<file path="src/rtl/du_imem_loader_if.sv">
// du_imem_loader_if: Rx FIFO, imem write port and control/status signals of the program loader
interface du_imem_loader_if #(
    parameter int NB_UART_DATA = 8,
    parameter int NB_INSTR     = 32,
    parameter int NB_IMEM_ADDR = 32
);
    logic                    i_start;
    logic                    i_rx_empty;
    logic [NB_UART_DATA-1:0] i_rx_data;
    logic                    o_rd;
    logic                    o_imem_we;
    logic [NB_IMEM_ADDR-1:0] o_imem_waddr;
    logic [NB_INSTR-1:0]     o_imem_wdata;
    logic                    o_busy;
    logic                    o_done;
    logic                    o_error;
    modport slave (
        input  i_start, i_rx_empty, i_rx_data,
        output o_rd, o_imem_we, o_imem_waddr, o_imem_wdata, o_busy, o_done, o_error
    );
    modport master (
        output i_start, i_rx_empty, i_rx_data,
        input  o_rd, o_imem_we, o_imem_waddr, o_imem_wdata, o_busy, o_done, o_error
    );
endinterface

</file>
<file path="src/rtl/du_imem_loader_rx.sv">
// du_imem_loader_rx: pops a length-prefixed little-endian byte stream from the UART Rx FIFO into instruction memory
module du_imem_loader_rx #(
    parameter int NB_UART_DATA   = 8,
    parameter int NB_INSTR       = 32,
    parameter int NB_IMEM_ADDR   = 32,
    parameter int IMEM_DEPTH     = 256,
    parameter int TIMEOUT_CYCLES = 100000
) (
    input  logic                   clk,
    input  logic                   i_rst,
    du_imem_loader_if.slave        bus
);
    localparam int TW = $clog2(TIMEOUT_CYCLES + 1);
    localparam int IW = $clog2(IMEM_DEPTH + 1);
    localparam logic [TW-1:0] TMAX = TW'(TIMEOUT_CYCLES - 1);

    typedef enum logic [2:0] {IDLE, RX_LEN, RX_WORD, WRITE, DONE, ERR} state_t;

    state_t                  r_state;
    logic [NB_INSTR-1:0]     r_word;
    logic [NB_INSTR-1:0]     r_len;
    logic [IW-1:0]           r_idx;
    logic [1:0]              r_bcnt;
    logic [TW-1:0]           r_idle;
    logic                    r_we;
    logic [NB_IMEM_ADDR-1:0] r_waddr;
    logic [NB_INSTR-1:0]     r_wdata;
    logic                    r_busy;
    logic                    r_done;
    logic                    r_error;
    logic                    w_rx;
    logic                    w_pop;
    logic [NB_INSTR-1:0]     w_word;

    assign w_rx   = (r_state == RX_LEN) || (r_state == RX_WORD);
    assign w_pop  = w_rx && !bus.i_rx_empty && !i_rst;
    assign w_word = {bus.i_rx_data, {(NB_INSTR-NB_UART_DATA){1'b0}}} | (r_word >> NB_UART_DATA);

    assign bus.o_rd         = w_pop;
    assign bus.o_imem_we    = r_we;
    assign bus.o_imem_waddr = r_waddr;
    assign bus.o_imem_wdata = r_wdata;
    assign bus.o_busy       = r_busy;
    assign bus.o_done       = r_done;
    assign bus.o_error      = r_error;

    // Loader FSM: byte intake, word assembly, imem writes and registered status pulses
    always_ff @(posedge clk) begin
        if (i_rst) begin
            r_state <= IDLE;
            r_word  <= '0;
            r_len   <= '0;
            r_idx   <= '0;
            r_bcnt  <= '0;
            r_idle  <= '0;
            r_we    <= 1'b0;
            r_waddr <= '0;
            r_wdata <= '0;
            r_busy  <= 1'b0;
            r_done  <= 1'b0;
            r_error <= 1'b0;
        end else begin
            r_we    <= 1'b0;
            r_waddr <= '0;
            r_wdata <= '0;
            r_done  <= 1'b0;
            r_error <= 1'b0;
            case (r_state)
                IDLE: begin
                    if (bus.i_start) begin
                        r_state <= RX_LEN;
                        r_bcnt  <= '0;
                        r_idx   <= '0;
                        r_idle  <= '0;
                        r_busy  <= 1'b1;
                    end
                end
                RX_LEN, RX_WORD: begin
                    if (w_pop) begin
                        r_word <= w_word;
                        r_bcnt <= r_bcnt + 2'd1;
                        r_idle <= '0;
                        if (r_bcnt == 2'd3) begin
                            if (r_state == RX_LEN) begin
                                r_len <= w_word;
                                if (w_word == '0) begin
                                    r_state <= DONE;
                                    r_done  <= 1'b1;
                                end else if (w_word > NB_INSTR'(IMEM_DEPTH)) begin
                                    r_state <= ERR;
                                    r_error <= 1'b1;
                                end else begin
                                    r_state <= RX_WORD;
                                end
                            end else begin
                                r_state <= WRITE;
                                r_we    <= 1'b1;
                                r_waddr <= NB_IMEM_ADDR'({r_idx, 2'b00});
                                r_wdata <= w_word;
                            end
                        end
                    end else if (r_idle == TMAX) begin
                        r_state <= ERR;
                        r_error <= 1'b1;
                    end else begin
                        r_idle <= r_idle + TW'(1);
                    end
                end
                WRITE: begin
                    r_idx <= r_idx + IW'(1);
                    if (NB_INSTR'(r_idx) + NB_INSTR'(1) == r_len) begin
                        r_state <= DONE;
                        r_done  <= 1'b1;
                    end else begin
                        r_state <= RX_WORD;
                    end
                end
                default: begin
                    r_state <= IDLE;
                    r_busy  <= 1'b0;
                end
            endcase
        end
    end
endmodule

</file>
<file path="src/flat_wrapper.sv">
// flat-port wrapper written by rule: the top's interface ports become plain ports
module du_imem_loader_rx_flat 
#(
    parameter int NB_UART_DATA   = 8,
    parameter int NB_INSTR       = 32,
    parameter int NB_IMEM_ADDR   = 32,
    parameter int IMEM_DEPTH     = 256,
    parameter int TIMEOUT_CYCLES = 100000
)
  (clk, i_rst, bus_i_start, bus_i_rx_empty, bus_i_rx_data, bus_o_rd, bus_o_imem_we, bus_o_imem_waddr, bus_o_imem_wdata, bus_o_busy, bus_o_done, bus_o_error);
  du_imem_loader_if #(.NB_UART_DATA(NB_UART_DATA), .NB_INSTR(NB_INSTR), .NB_IMEM_ADDR(NB_IMEM_ADDR)) bus_i ();
  input  logic clk;
  input  logic i_rst;
  input wire logic [$bits(bus_i.i_start)-1:0] bus_i_start;
  input wire logic [$bits(bus_i.i_rx_empty)-1:0] bus_i_rx_empty;
  input wire logic [$bits(bus_i.i_rx_data)-1:0] bus_i_rx_data;
  output wire logic [$bits(bus_i.o_rd)-1:0] bus_o_rd;
  output wire logic [$bits(bus_i.o_imem_we)-1:0] bus_o_imem_we;
  output wire logic [$bits(bus_i.o_imem_waddr)-1:0] bus_o_imem_waddr;
  output wire logic [$bits(bus_i.o_imem_wdata)-1:0] bus_o_imem_wdata;
  output wire logic [$bits(bus_i.o_busy)-1:0] bus_o_busy;
  output wire logic [$bits(bus_i.o_done)-1:0] bus_o_done;
  output wire logic [$bits(bus_i.o_error)-1:0] bus_o_error;
  assign bus_i.i_start = bus_i_start;
  assign bus_i.i_rx_empty = bus_i_rx_empty;
  assign bus_i.i_rx_data = bus_i_rx_data;
  assign bus_o_rd = bus_i.o_rd;
  assign bus_o_imem_we = bus_i.o_imem_we;
  assign bus_o_imem_waddr = bus_i.o_imem_waddr;
  assign bus_o_imem_wdata = bus_i.o_imem_wdata;
  assign bus_o_busy = bus_i.o_busy;
  assign bus_o_done = bus_i.o_done;
  assign bus_o_error = bus_i.o_error;
  du_imem_loader_rx #(.NB_UART_DATA(NB_UART_DATA), .NB_INSTR(NB_INSTR), .NB_IMEM_ADDR(NB_IMEM_ADDR), .IMEM_DEPTH(IMEM_DEPTH), .TIMEOUT_CYCLES(TIMEOUT_CYCLES)) u_core (.clk(clk), .i_rst(i_rst), .bus(bus_i));
endmodule
</file>
<file path="config.mk">
export PLATFORM = sky130hd
export DESIGN_NAME = du_imem_loader_rx_flat
export DESIGN_NICKNAME = d
export VERILOG_FILES = /design/src/rtl/du_imem_loader_if.sv /design/src/rtl/du_imem_loader_rx.sv /design/src/flat_wrapper.sv
export SDC_FILE = /design/constraint.sdc
export NUM_CORES = 1
export LEC_CHECK = 0
export ABC_CLOCK_PERIOD_IN_PS = 5100
export CAP_MARGIN = 10
export CORE_UTILIZATION = 45
export CTS_CLUSTER_SIZE = 24
export DETAILED_ROUTE_END_ITERATION = 8
export DONT_BUFFER_PORTS = 1
export HOLD_SLACK_MARGIN = 0.08
export SETUP_SLACK_MARGIN = 0.2
export SYNTH_ARGS = -nofsm -noshare
export SYNTH_HDL_FRONTEND = slang
export SYNTH_SLANG_ARGS = --single-unit
export TNS_END_PERCENT = 100
</file>
<file path="constraint.sdc">
create_clock -name clk -period 5.1 [get_ports clk]
set_clock_uncertainty 0.15 [all_clocks]
set_input_delay 1.53 -clock clk [delete_from_list [all_inputs] [get_ports clk]]
set_output_delay 1.53 -clock clk [all_outputs]
set_load 0.05 [all_outputs]
</file>
==> impl_metrics.csv, run 1 <==
group,metric,value,unit
outcome,status,"finished clean",
logic_synthesis,yosysSeqAreaShare,47.0,%
logic_synthesis,synth-seq-cells,132,
cts,h-tree-depth,4,
placed_design,dpl_cell_area,5580,sq um
sta,setup_viol,0,
detailed_routing,wl_met2,5.78,mm
detailed_routing,wl_met1,5.89,mm
detailed_routing,wire_per_inst,14.9,um
logic_synthesis,synthTopCellsByArea,"dfxtp_1 (47%), nand2_1 (8.5%), a21oi_1 (4.9%), and2_1 (4.5%), buf_4 (3.9%)",
sta,setup_tns,0,ns
detailed_routing,viasPerCell,5.33,
power,power_frac_comb,5.1,%
power,p_leak,2.21,nW
critical_path,cp.arrival,2.17,ns
logic_synthesis,yosysMostFrequentCell,"dfxtp_1",
placed_design,portBuffers,0,
cts,cts_root_buffer,"clkbuf_16",
detailed_routing,drt_iter0_drc,247,
logic_synthesis,synth_area_leader_cell,"dfxtp_1",
floorplan,die_area,12900,sq um
power,p_int,1.96,mW
critical_path,critPathKind,"input port to primary output",
power,switching_power,0.605,mW
power,power_density,411,nW/um^2
logic_synthesis,async_flop_share,0,%
finish,nNetsFinal,665,
finish,final.fill_count,1143,
power,power.share.sequential,41.6,%
finish,drive_gt1_share,7.99,%
finish,syn_to_final_growth,11.1,%
critical_path,endpoint_kind,"primary output",
cts,cts_inserted_buffers,17,
hold_path,min_path_type,"flop to flop",
logic_synthesis,netlist-cell-type-count,69,
sta,hold_violations,0,
detailed_routing,top_layer_used,"met4",
cts,cts.reportedPaths.clkPinSlew,0.06,ns
detailed_routing,wl_met3,549,um
sta,slew_headroom,39.2,%
cts,cts.sinks,132,
logic_synthesis,yosysTopAreaCellShare,47.0,%
global_routing,grt_max_degree,68,
power,switching_share,23.6,%
critical_path,start_kind,"input port",
sta,slew_viol_final,0,
detailed_routing,drc,0,
floorplan,die_y,114,um
cts,clk_latency,0.43,ns
logic_synthesis,syn_area,5620,sq um
floorplan,die-width,114,um
floorplan,pin_count,81,
cts,cts_tree,"done",
critical_path,crit_required,3.42,ns
logic_synthesis,synth_top_cells_by_count,"dfxtp_1 (132), nand2_1 (127), a21oi_1 (55)",
global_routing,globalRouteOverflowTotal,0,
power,power.total,2.57,mW
global_routing,grt.total_usage,20.4,%
placed_design,dpl.hpwl,8.37,mm
floorplan,rows,40,
power,clockPowerShare,53.3,%
floorplan,start_util,46.4,%
sta,fin_crit,3.85,ns
power,peakVddDrop,0.182,mV
cts,holdBufCountCts,0,
logic_synthesis,avgSynthCellArea,8.44,sq um
global_routing,first_global_vias,4059,
detailed_routing,postRouteAntennaNets,0,
detailed_routing,firstDrtPassIters,4,
cts,cts_setup_buffers,0,
logic_synthesis,yosys_most_used_dff,"dfxtp_1",
sta,rsz0062_at_grt,"no",
sta,worst_pin_slew,0.906,ns
cts,cts.repair.resized,0,
finish,finish.instance_area,6240,sq um
global_routing,grt_pass1_wl,20.3,mm
logic_synthesis,synth_edf_count,0,
finish,diodes,0,
placed_design,globalplace.congestion,0.847,
sta,max_freq,260,MHz
logic_synthesis,netlist_instances,666,
detailed_routing,drt_wl_total,12.4,mm
cts,clockBufferDepth,2,
sta,min_period_over_period,75.5,%
job,drv_cap,0,
floorplan,core_area,12100,sq um
global_routing,antenna_found_initial,0,
critical_path,path_max_fanout,7,
detailed_routing,vias,4428,
logic_synthesis,yosysWarnings,0,
[power groups by stage]
| stage | logic [mW] | registers, mW | clock network, mW |
|---|---|---|---|
| after CTS | 0.132 | 1.07 | 1.39 |
| after detailed placement | 0.131 | 1.09 | 0 |
| after global placement | 0.130 | 1.09 | 0 |
| final | 0.132 | 1.07 | 1.37 |
| after global routing | 0.145 | 1.07 | 1.44 |
| after floorplan | 0.142 | 1.08 | 0 |
[worst max-delay path: stages]
cell,delay (ns)
nor3_4,0.20
o21ai_2,0.11
inv_2,0.32
[layer usage]
layer / vias up / global-route usage (%)
met2: 92 / 32.3
li1: 2220 / -
met5: - / 0
met3: 20 / 6.16
met4: 0 / 8.23
met1: 2096 / 26.0
[state kept, by name, summed over array words and instances (netlist names), 2 cells and up]
signal and flops:
u_core.r_word 24, u_core.r_len 32, u_core.r_state 3, u_core.bus.o_imem_waddr 9, u_core.r_idx 9, u_core.r_idle 17
u_core.bus.o_imem_wdata 32, u_core.r_bcnt 2
[cell families (layout without fill, tap and decap cells)]
kind of cell / Yosys count / count (layout) / share of synthesized area, %
flip-flops: 132 / 132 / 47.0
multiplexers: 2 / 2 / 0.401
adder cells (fa/ha/maj): 4 / 4 / 0.846
other: 1 / 23 / 0.0667
buffers and inverters: 71 / 46 / 7.10
AO/OA/AOI/OAI: 138 / 138 / 14.8
AND/OR/NAND/NOR: 302 / 302 / 27.3
XOR/XNOR: 16 / 16 / 2.49
[layout make-up]
type / count / area (sq um) / area share (%)
Multi-Input combinational cell: 485 / 2670 / 42.7
Sequential cell: 132 / 2640 / 42.3
Clock buffer: 18 / 439 / 7.03
Clock inverter: 14 / 223 / 3.57
Tap cell: 168 / 210 / 3.37
Inverter: 11 / 41.3 / 0.661
Timing Repair Buffer: 3 / 22.5 / 0.361
[final timing paths]
kind                                        start                 to  slack, ns  depth (start not counted)
worst min register to register   u_core.r_len[24]   u_core.r_len[24]       0.30                          2
worst max register to register  u_core.r_state[2]  u_core.r_idle[16]       2.28                          7
worst min-delay path             u_core.r_len[24]   u_core.r_len[24]       0.30                          2
worst max-delay path               bus_i_rx_empty           bus_o_rd       1.25                          3
[cells in the final DEF, fill, tap and decap left out, drive strengths merged, types with 6 or more instances in the layout]
cell    synthesis  final
nand2b         13     13
dfxtp         132    132
o31ai           9      9
nand3          15     15
or4             6      6
conb            1     23
or3             8      8
clkbuf         21     18
nand4           9      9
nor4           13     13
nor2           34     34
nor3           14     14
nand2         128    128
inv            10     14
o21ai          42     42
a21oi          55     55
xnor2          12     12
and2           40     40
[metrics by stage]
stage | hold WS [ns] | utilization, % | cells | worst slack [ns]
2_1_floorplan | 0.286 | - | 688 | 0.741
3_3_place_gp | 0.287 | 46.1 | 799 | 1.29
3_5_place_dp | 0.291 | 46.1 | 799 | 1.26
4_1_cts | 0.301 | 51.5 | 831 | 1.26
5_1_grt | 0.320 | 51.5 | 831 | 1.24
6_report | 0.301 | 51.5 | 831 | 1.25
Power figures use the tool's default switching activity.
==> run 2, diff against run 1 <==
--- a/config.mk
+++ b/config.mk
@@ -5,7 +5,7 @@
 export SDC_FILE = /design/constraint.sdc
 export NUM_CORES = 1
 export LEC_CHECK = 0
-export ABC_CLOCK_PERIOD_IN_PS = 5100
+export ABC_CLOCK_PERIOD_IN_PS = 3100
 export CAP_MARGIN = 10
 export CORE_UTILIZATION = 45
 export CTS_CLUSTER_SIZE = 24
==> constraint.sdc (replaced) <==
create_clock -name clk -period 3.1 [get_ports clk]
set_clock_uncertainty 0.15 [all_clocks]
set_input_delay 0.93 -clock clk [delete_from_list [all_inputs] [get_ports clk]]
set_output_delay 0.93 -clock clk [all_outputs]
set_load 0.05 [all_outputs]
==> impl_metrics.csv, run 2 (synthesis gave the netlist of run 1 again) <==
group,metric,value,unit
global_routing,globalRouteOverflowTotal,0,
critical_path,path_cells,"and2b_2 -> o21ai_2 -> inv_2 -> buf_12",
detailed_routing,postRouteAntennaNets,0,
placed_design,globalplace.congestion,0.844,
cts,cts_tree,"done",
critical_path,cp.buffers_inverters,2,
cts,h-tree-depth,4,
finish,final_common_cell,"dfxtp_1",
sta,hold_ws,0.303,ns
floorplan,rows,40,
cts,cts_root_buffer,"clkbuf_16",
sta,rsz0062_at_grt,"no",
detailed_routing,viasPerCell,5.36,
cts,cts_inserted_buffers,17,
critical_path,start_kind,"flop",
sta,hold_violations,0,
power,p_leak,2.18,nW
cts,cts_setup_buffers,0,
placed_design,dpl.hpwl,8.72,mm
floorplan,die_y,114,um
floorplan,core_area,12100,sq um
hold_path,min_path_type,"flop to flop",
outcome,status,"finished clean",
finish,layoutNonFillerInstCount,835,
job,drv_cap,0,
cts,clockBufferDepth,2,
sta,max_freq,359,MHz
critical_path,critPathKind,"flop to primary output",
detailed_routing,drt_wl_total,12.8,mm
floorplan,die_area,12900,sq um
sta,fin_ws,0.318,ns
detailed_routing,firstDrtPassIters,5,
placed_design,portBuffers,0,
finish,layout_common_cells,"dfxtp_1 (131), nand2_1 (127), a21oi_1 (55)",
sta,min_period_over_period,89.8,%
power,peakVddDrop,0.412,mV
sta,worst_pin_slew,0.588,ns
detailed_routing,wire_per_inst,15.3,um
global_routing,first_global_vias,4227,
cts,clk_latency,0.42,ns
power,power.total,3.79,mW
finish,nNetsFinal,671,
critical_path,cp.arrival,1.70,ns
global_routing,grt_max_degree,68,
detailed_routing,drt_iter0_drc,278,
critical_path,endpoint_kind,"primary output",
sta,fin_crit,2.78,ns
placed_design,dp_cells,805,
sta,slew_viol_final,0,
critical_path,path_max_fanout,55,
critical_path,crit_required,2.02,ns
finish,drive_gt1_share,8.70,%
sta,slew_headroom,60.5,%
sta,setup_tns,0,ns
critical_path,slowest_stage,"dfxtp_1",
floorplan,die-width,114,um
sta,setup_viol,0,
floorplan,pin_count,81,
finish,diodes,0,
critical_path,crit_family,"flip-flops",
global_routing,grt.total_usage,20.9,%
cts,cts.sinks,132,
placed_design,dp_worst_setup_slack,0.298,ns
global_routing,antenna_found_initial,0,
floorplan,start_util,46.4,%
finish,syn_to_final_growth,9.86,%
critical_path,slowest_delay,0.48,ns
detailed_routing,drc,0,
cts,cts.reportedPaths.clkPinSlew,0.06,ns
global_routing,grt_pass1_wl,21.0,mm
power,power_density,613,nW/um^2
detailed_routing,vias,4472,
## run 2: metrics by stage
| stage | instance area (sq um) | util (%) |
|---|---|---|
| 2_1_floorplan | 5710 | - |
| 3_3_place_gp | 5640 | 46.6 |
| 5_1_grt | 6180 | 51.0 |
| 3_5_place_dp | 5640 | 46.6 |
| 6_report | 6180 | 51.0 |
| 4_1_cts | 6170 | 51.0 |
## run 2: power breakdown
part / internal (mW) / switching [mW] / leakage (nW)
Sequential: 1.72 / 0.0358 / 1.06
Clock: 1.06 / 0.740 / 0.261
Combinational: 0.0629 / 0.175 / 0.852
## run 2: final timing paths
| path | start | end | slack [ns] | cells past startpoint |
|---|---|---|---|---|
| hold / removal | u_core.r_len[23] | u_core.r_len[23] | 0.30 | 2 |
| setup / recovery | u_core.r_state[0] | bus_o_rd | 0.32 | 4 |
| hold reg to reg | u_core.r_len[23] | u_core.r_len[23] | 0.30 | 2 |
| setup reg to reg | u_core.r_idx[0] | u_core.r_state[2] | 0.42 | 7 |
## run 2: what timing repair did
| item | in CTS | in global routing |
|---|---|---|
| setup endpoints to repair | 0 | 1 |
| hold buffers | 0 | 0 |
| gates resized for setup | 0 | 1 |
## run 2: cell type report
class	count	area [sq um]
well taps	168	210
inverters	11	41.3
fillers	1185	5940
multi-input cells	485	2670
flip-flops and latches	132	2640
clock inverters	11	82.6
clock buffers	19	453
repair buffers	9	80.1
## run 2: tightest hold or removal path, delay by kind of cell, from the launching register on
family	cells	cell delay, ns
AO/OA/AOI/OAI	1	0.05
flip-flops	1	0.31
AND/OR/NAND/NOR	1	0.05
## run 2: metal layers
| layer | vias up | share of wire, % | global-route usage (%) |
|---|---|---|---|
| li1 | 2230 | - | - |
| met4 | 0 | 1.9 | 9.26 |
| met2 | 99 | 47 | 33.4 |
| met5 | - | 0 | 0 |
| met3 | 19 | 3.9 | 4.94 |
| met1 | 2124 | 47 | 26.8 |
